--- src/rtl/dispatch_ctrl_pkg.sv ---
// Shared types and sizing for the dispatch throttle controller.
// Slot width N and branch-mask width follow the core configuration.
package dispatch_ctrl_pkg;

  localparam int unsigned N               = 3;
  localparam int unsigned B_MASK_WIDTH    = 4;
  localparam int unsigned NUM_SCALAR_BITS = $clog2(N + 1);
  localparam int unsigned B_CNT_BITS      = $clog2(B_MASK_WIDTH + 1);
  localparam int unsigned RCNT_BITS       = 4;

  typedef enum logic [1:0] {
    RUN         = 2'd0,
    SERIAL_WAIT = 2'd1,
    RECOVER     = 2'd2
  } dispatch_ctrl_state_e;

  typedef logic [NUM_SCALAR_BITS-1:0] slot_cnt_t;

  function automatic slot_cnt_t min_cnt(input slot_cnt_t a, input slot_cnt_t b);
    return (a < b) ? a : b;
  endfunction

endpackage

--- src/rtl/dispatch_prefix_limit.sv ---
// Combinational prefix limits over the fetch packet: how many leading slots fit
// the free branch-stack entries, and where the first serializing slot sits.
module dispatch_prefix_limit
  import dispatch_ctrl_pkg::*;
(
  input  logic [NUM_SCALAR_BITS-1:0] instructions_valid,
  input  logic [N-1:0]               branch_slots,
  input  logic [N-1:0]               serial_slots,
  input  logic [B_CNT_BITS-1:0]      bs_free,
  output logic [NUM_SCALAR_BITS-1:0] lim_br,
  output logic [NUM_SCALAR_BITS-1:0] lim_ser
);

  logic [N-1:0] valid_mask;
  int unsigned  br_seen;

  // NOTE: every combinational output gets a default first so no path infers a latch.
  always_comb begin
    valid_mask = '0;
    for (int i = 0; i < N; i++) begin
      valid_mask[i] = (NUM_SCALAR_BITS'(i) < instructions_valid);
    end
  end

  // Branch demand only grows with k, so the last prefix that fits is the largest.
  always_comb begin
    br_seen = '0;
    lim_br  = '0;
    for (int k = 0; k < N; k++) begin
      br_seen = br_seen + 32'(branch_slots[k] & valid_mask[k]);
      if (br_seen <= 32'(bs_free)) begin
        lim_br = NUM_SCALAR_BITS'(k + 1);
      end
    end
  end

  always_comb begin
    lim_ser = NUM_SCALAR_BITS'(N);
    for (int k = N - 1; k >= 0; k--) begin
      if (serial_slots[k] && valid_mask[k]) begin
        lim_ser = NUM_SCALAR_BITS'(k);
      end
    end
  end

endmodule

--- src/rtl/dispatch_ctrl.sv ---
// Dispatch throttle: per-cycle slot count from resources, branch stack and
// serializers, with an FSM for mispredict recovery and serializer ROB drain.
// Optional performance counters are built when DISPATCH_CTRL_PERF_EN is defined.
module dispatch_ctrl
  import dispatch_ctrl_pkg::*;
#(
  parameter int unsigned RECOVER_CYCLES = 1
) (
  input  logic                       clock,
  input  logic                       reset,
  input  logic [NUM_SCALAR_BITS-1:0] instructions_valid,
  input  logic [N-1:0]               branch_slots,
  input  logic [N-1:0]               serial_slots,
  input  logic [NUM_SCALAR_BITS-1:0] rob_spots,
  input  logic                       rob_empty,
  input  logic [NUM_SCALAR_BITS-1:0] rs_spots,
  input  logic [NUM_SCALAR_BITS-1:0] num_regs_available,
  input  logic [B_CNT_BITS-1:0]      bs_free,
  input  logic                       restore_valid,
  output logic [NUM_SCALAR_BITS-1:0] num_dispatched,
  output logic                       dispatch_stall,
  output logic [1:0]                 ctrl_state
`ifdef DISPATCH_CTRL_PERF_EN
  ,
  output logic [31:0]                stall_count,
  output logic [31:0]                recover_count
`endif
);

  dispatch_ctrl_state_e state_q, state_d;
  logic [RCNT_BITS-1:0] rcnt_q, rcnt_d;
  slot_cnt_t            lim_res, lim_br, lim_ser, base, nd;

  dispatch_prefix_limit u_prefix (
    .instructions_valid (instructions_valid),
    .branch_slots       (branch_slots),
    .serial_slots       (serial_slots),
    .bs_free            (bs_free),
    .lim_br             (lim_br),
    .lim_ser            (lim_ser)
  );

  assign lim_res = min_cnt(min_cnt(instructions_valid, rob_spots),
                           min_cnt(rs_spots, num_regs_available));
  assign base    = min_cnt(lim_res, min_cnt(lim_br, lim_ser));

  always_comb begin
    state_d = state_q;
    rcnt_d  = rcnt_q;
    nd      = '0;
    if (restore_valid) begin
      if (RECOVER_CYCLES == 0) begin
        state_d = RUN;
        rcnt_d  = '0;
      end else begin
        state_d = RECOVER;
        rcnt_d  = RCNT_BITS'(RECOVER_CYCLES);
      end
    end else begin
      unique case (state_q)
        RUN: begin
          nd = base;
          // A serializer at slot 0 goes alone, and only once older work has drained.
          if (base == '0 && instructions_valid != '0 && serial_slots[0]) begin
            if (rob_empty) begin
              if (lim_res != '0 && lim_br != '0) nd = slot_cnt_t'(1);
            end else begin
              state_d = SERIAL_WAIT;
            end
          end
        end
        SERIAL_WAIT: begin
          if (rob_empty && lim_res != '0) begin
            nd      = slot_cnt_t'(1);
            state_d = RUN;
          end
        end
        RECOVER: begin
          if (rcnt_q <= RCNT_BITS'(1)) begin
            rcnt_d  = '0;
            state_d = RUN;
          end else begin
            rcnt_d = rcnt_q - RCNT_BITS'(1);
          end
        end
        default: begin
          state_d = RUN;
          rcnt_d  = '0;
        end
      endcase
    end
    if (reset) nd = '0;
  end

  // NOTE: sequential state is written with non-blocking assignments only.
  always_ff @(posedge clock or posedge reset) begin
    if (reset) begin
      state_q <= RUN;
      rcnt_q  <= '0;
    end else begin
      state_q <= state_d;
      rcnt_q  <= rcnt_d;
    end
  end

  assign num_dispatched = nd;
  assign dispatch_stall = !reset && (instructions_valid != '0) && (nd == '0);
  assign ctrl_state     = state_q;

`ifdef DISPATCH_CTRL_PERF_EN
  logic [31:0] stall_cnt_q, rec_cnt_q;

  always_ff @(posedge clock or posedge reset) begin
    if (reset) begin
      stall_cnt_q <= '0;
      rec_cnt_q   <= '0;
    end else begin
      if (dispatch_stall && stall_cnt_q != '1) stall_cnt_q <= stall_cnt_q + 32'd1;
      if ((state_q == RECOVER || restore_valid) && rec_cnt_q != '1)
        rec_cnt_q <= rec_cnt_q + 32'd1;
    end
  end

  assign stall_count   = stall_cnt_q;
  assign recover_count = rec_cnt_q;
`endif

endmodule

--- config.mk ---
export PLATFORM = sky130hd
export DESIGN_NAME = dispatch_ctrl
export DESIGN_NICKNAME = d
export VERILOG_FILES = /design/src/rtl/dispatch_ctrl_pkg.sv /design/src/rtl/dispatch_prefix_limit.sv /design/src/rtl/dispatch_ctrl.sv
export SDC_FILE = /design/constraint.sdc
export NUM_CORES = 1
export LEC_CHECK = 0
export CAP_MARGIN = 20
export CORE_UTILIZATION = 47
export DETAILED_ROUTE_END_ITERATION = 16
export PLACE_DENSITY = 0.79
export SYNTH_ARGS = -nofsm -noshare
export SYNTH_HDL_FRONTEND = slang
export SYNTH_HIERARCHICAL = 1
export SYNTH_SLANG_ARGS = --single-unit
--- constraint.sdc ---
create_clock -name clock -period 6.1 [get_ports clock]
set_clock_uncertainty 0.1 [all_clocks]
set_input_delay 1.22 -clock clock [delete_from_list [all_inputs] [get_ports clock]]
set_output_delay 1.22 -clock clock [all_outputs]
set_load 0.01 [all_outputs]
==> results.yml <==
placement:
  io_buffers: 25
  dp_hpwl_um: 1770
  place.gp.congestion: 0.827
floorplanning:
  initial_core_util: 0.517
  ios: 26
  num_rows: 15
  core-area_sq_um: 1780
  die_w_um: 46.3
  die_h_um: 46.3
  dieArea_sq_um: 2140
routing:
  vias: 950
  wl_per_cell_um: 12.7
  viasPerCell: 5.52
  drc: 0
  wirelength_um: 2180
  firstDrtPassIters: 4
  first_iter_violations: 23
  ant_nets: 0
global_route:
  grt_pass1_wl_um: 3640
  track_usage: 0.235
  antenna_found_initial: 0
  first_global_vias: 918
  grt_max_degree: 8
  overflow: 0
setup_path:
  crit_end: "dispatch_stall"
  reg2reg_from: "rcnt_q[0]$_DFFE_PP0P_"
  ff2ff_path_depth: 7
  r2r_slack_ps: 4140
  crit_required_ps: 4780
  cp.arrival_ps: 4570
  rr_endpoint: "ctrl_state[0]$_DFFE_PP0P_"
  crit_path_max_fanout: 2
  cp-startpoint: "branch_slots[0]"
  critPathKind: "in2out"
  end_kind: "primary output"
  start_kind: "primary input"
timing:
  hold_viol: 0
  holdWs_ps: 405
  rsz0062_at_grt: "no"
  fin_crit_ps: 5890
  fmax_mhz: 170
  maxSlewHeadroom: 0.653
  fin_crit_sh: 0.965
  tightestPinTransition_ps: 514
  finalSetupViolCount: 0
  maxSlewViolCount: 0
logic_synthesis:
  synth_cell_types: 37
  syn_area_sq_um: 922
  synth.net_count: 153
  synth_edf_count: 0
  yosys_register_bits: 6
  synth-async-reset-ratio: 1.00
  yosysWarnings: 6
  ys.flop_type: "dfrtp_1"
  synth_cells: 110
  seq_area_frac_synth: 0.163
  synth.avg_cell_area_sq_um: 8.38
clock_tree:
  cts-buffers-inserted: 3
  cts_root_buffer: "clkbuf_4"
  post-cts-setup-buffers: 0
  clkSinkCount: 6
  clk_pin_slew_worst_paths_ps: 40
  clock_latency_ps: 260
  cts_tree: "built"
  ctsHtreeMaxLevel: 1
  cts_max_path_buffers: 2
finish:
  area_delta_synth_final_pct: 47.8
  diodes: 0
  fillerInstances: 129
  drive_gt1_frac: 0.190
  final_cell_mix: "21 x clkdlybuf4s50_1, 16 x ha_1, 15 x inv_1"
  fin_nets: 192
  finish.utilization: 0.764
  layout_commonest_cell: "clkdlybuf4s50_1"
pwr:
  p_leak_nw: 0.647
  ir_worst_vdd_mv: 0.0738
  powerDensity_nw_per_um2: 128
worst_hold_path:
  hold_class: "reg2reg"
  worst_hold_startpoint: "rcnt_q[1]$_DFFE_PP0P_"
run_status:
  status: "finished, final reports clean"
job:
  max_cap_viol_count: 0
[cell type report]
| class | count | area (sq um) | area share |
|---|---|---|---|
| Multi-Input combinational cell | 88 | 778 | 0.571 |
| Timing Repair Buffer | 34 | 320 | 0.235 |
| Sequential cell | 6 | 150 | 0.110 |
| Inverter | 16 | 60.1 | 0.0441 |
| Tap cell | 25 | 31.3 | 0.0230 |
| Clock buffer | 3 | 22.5 | 0.0165 |
[cell usage after synthesis (2+ instances only)]
library cell,instances,area (sq um)
dfrtp_1,6,150
nand2_1,7,26.3
or3_1,2,12.5
nor2b_1,3,18.8
nor2_1,10,37.5
o21ai_0,3,15.0
o22ai_1,2,12.5
and3_1,2,12.5
inv_1,16,60.1
ha_1,21,263
and2_1,2,12.5
o21bai_1,3,22.5
o21a_1,3,22.5
a21o_1,2,15.0
o211ai_2,2,25.0
nor3_1,2,10.0
a21oi_1,4,20.0
[state kept, by name, indices dropped and copies added (netlist names)]
| signal | flops |
|---|---|
| rcnt_q | 4 |
| ctrl_state | 2 |
[metrics by stage]
| step | power, mW | area [sq um] | setup WS [ps] | instances | setup TNS (ps) |
|---|---|---|---|---|---|
| final | 0.174 | 1360 | 211 | 172 | 0 |
| after global routing | 0.187 | 1360 | 40.6 | 172 | 0 |
| after CTS | 0.172 | 1330 | 46.1 | 172 | 0 |
| after detailed placement | 0.129 | 1270 | -350 | 169 | -659 |
| after global placement | 0.125 | 1270 | -188 | 169 | -345 |
| after floorplan | 0.0927 | 922 | 790 | 110 | 0 |
[routing by layer]
| metal | vias up | part of all wire | global-route usage |
|---|---|---|---|
| li1 | 472 | - | - |
| met1 | 447 | 0.41 | 0.235 |
| met2 | 24 | 0.54 | 0.465 |
| met3 | 7 | 0.020 | 0.0157 |
| met4 | 0 | 0.029 | 0.135 |
| met5 | - | 0 | 0 |
[where the power goes]
| group | internal (mW) | switching [mW] | leakage (nW) | total (mW) |
|---|---|---|---|---|
| combinational | 0.0467 | 0.0410 | 0.556 | 0.0877 |
| sequential | 0.0429 | 0.00386 | 0.0772 | 0.0467 |
| clock | 0.0224 | 0.0170 | 0.0138 | 0.0395 |
| total | 0.112 | 0.0619 | 0.647 | 0.174 |
[worst max-delay path: stages]
cell	delay (ps)
clkdlybuf4s50_1	470
o21ai_2	60
inv_2	90
ha_4	210
ha_1	200
ha_1	210
ha_4	270
o21a_1	140
o211ai_1	120
ha_2	220
ha_1	180
or3b_2	470
nor2_1	120
a31oi_1	100
o21a_1	190
dlygate4sd2_1	270
[repair_timing]
| item | 4_1_cts | 5_1_grt |
|---|---|---|
| hold buffers | 0 | 0 |
| pin swaps | 4 | 3 |
| gates resized for setup | 8 | 6 |
| setup endpoints to repair | 2 | 2 |
[logic make-up (layout without fill, tap and decap cells)]
logic type,count (synthesis),after routing,share of synthesized area
adder cells (fa/ha/maj),22,22,0.307
AND/OR/NAND/NOR,35,35,0.197
buffers and inverters,16,53,0.0651
flip-flops,6,6,0.163
AO/OA/AOI/OAI,31,31,0.269
[how the worst min path moves through the flow]
stage | to | depth (start not counted)
after CTS | rcnt_q[1]$_DFFE_PP0P_ | 2
after global placement | rcnt_q[1]$_DFFE_PP0P_ | 2
after global routing | rcnt_q[1]$_DFFE_PP0P_ | 2
final | rcnt_q[1]$_DFFE_PP0P_ | 2
after floorplan | rcnt_q[1]$_DFFE_PP0P_ | 2
after detailed placement | rcnt_q[1]$_DFFE_PP0P_ | 2
Note: power is estimated with default switching activity, not from simulation.
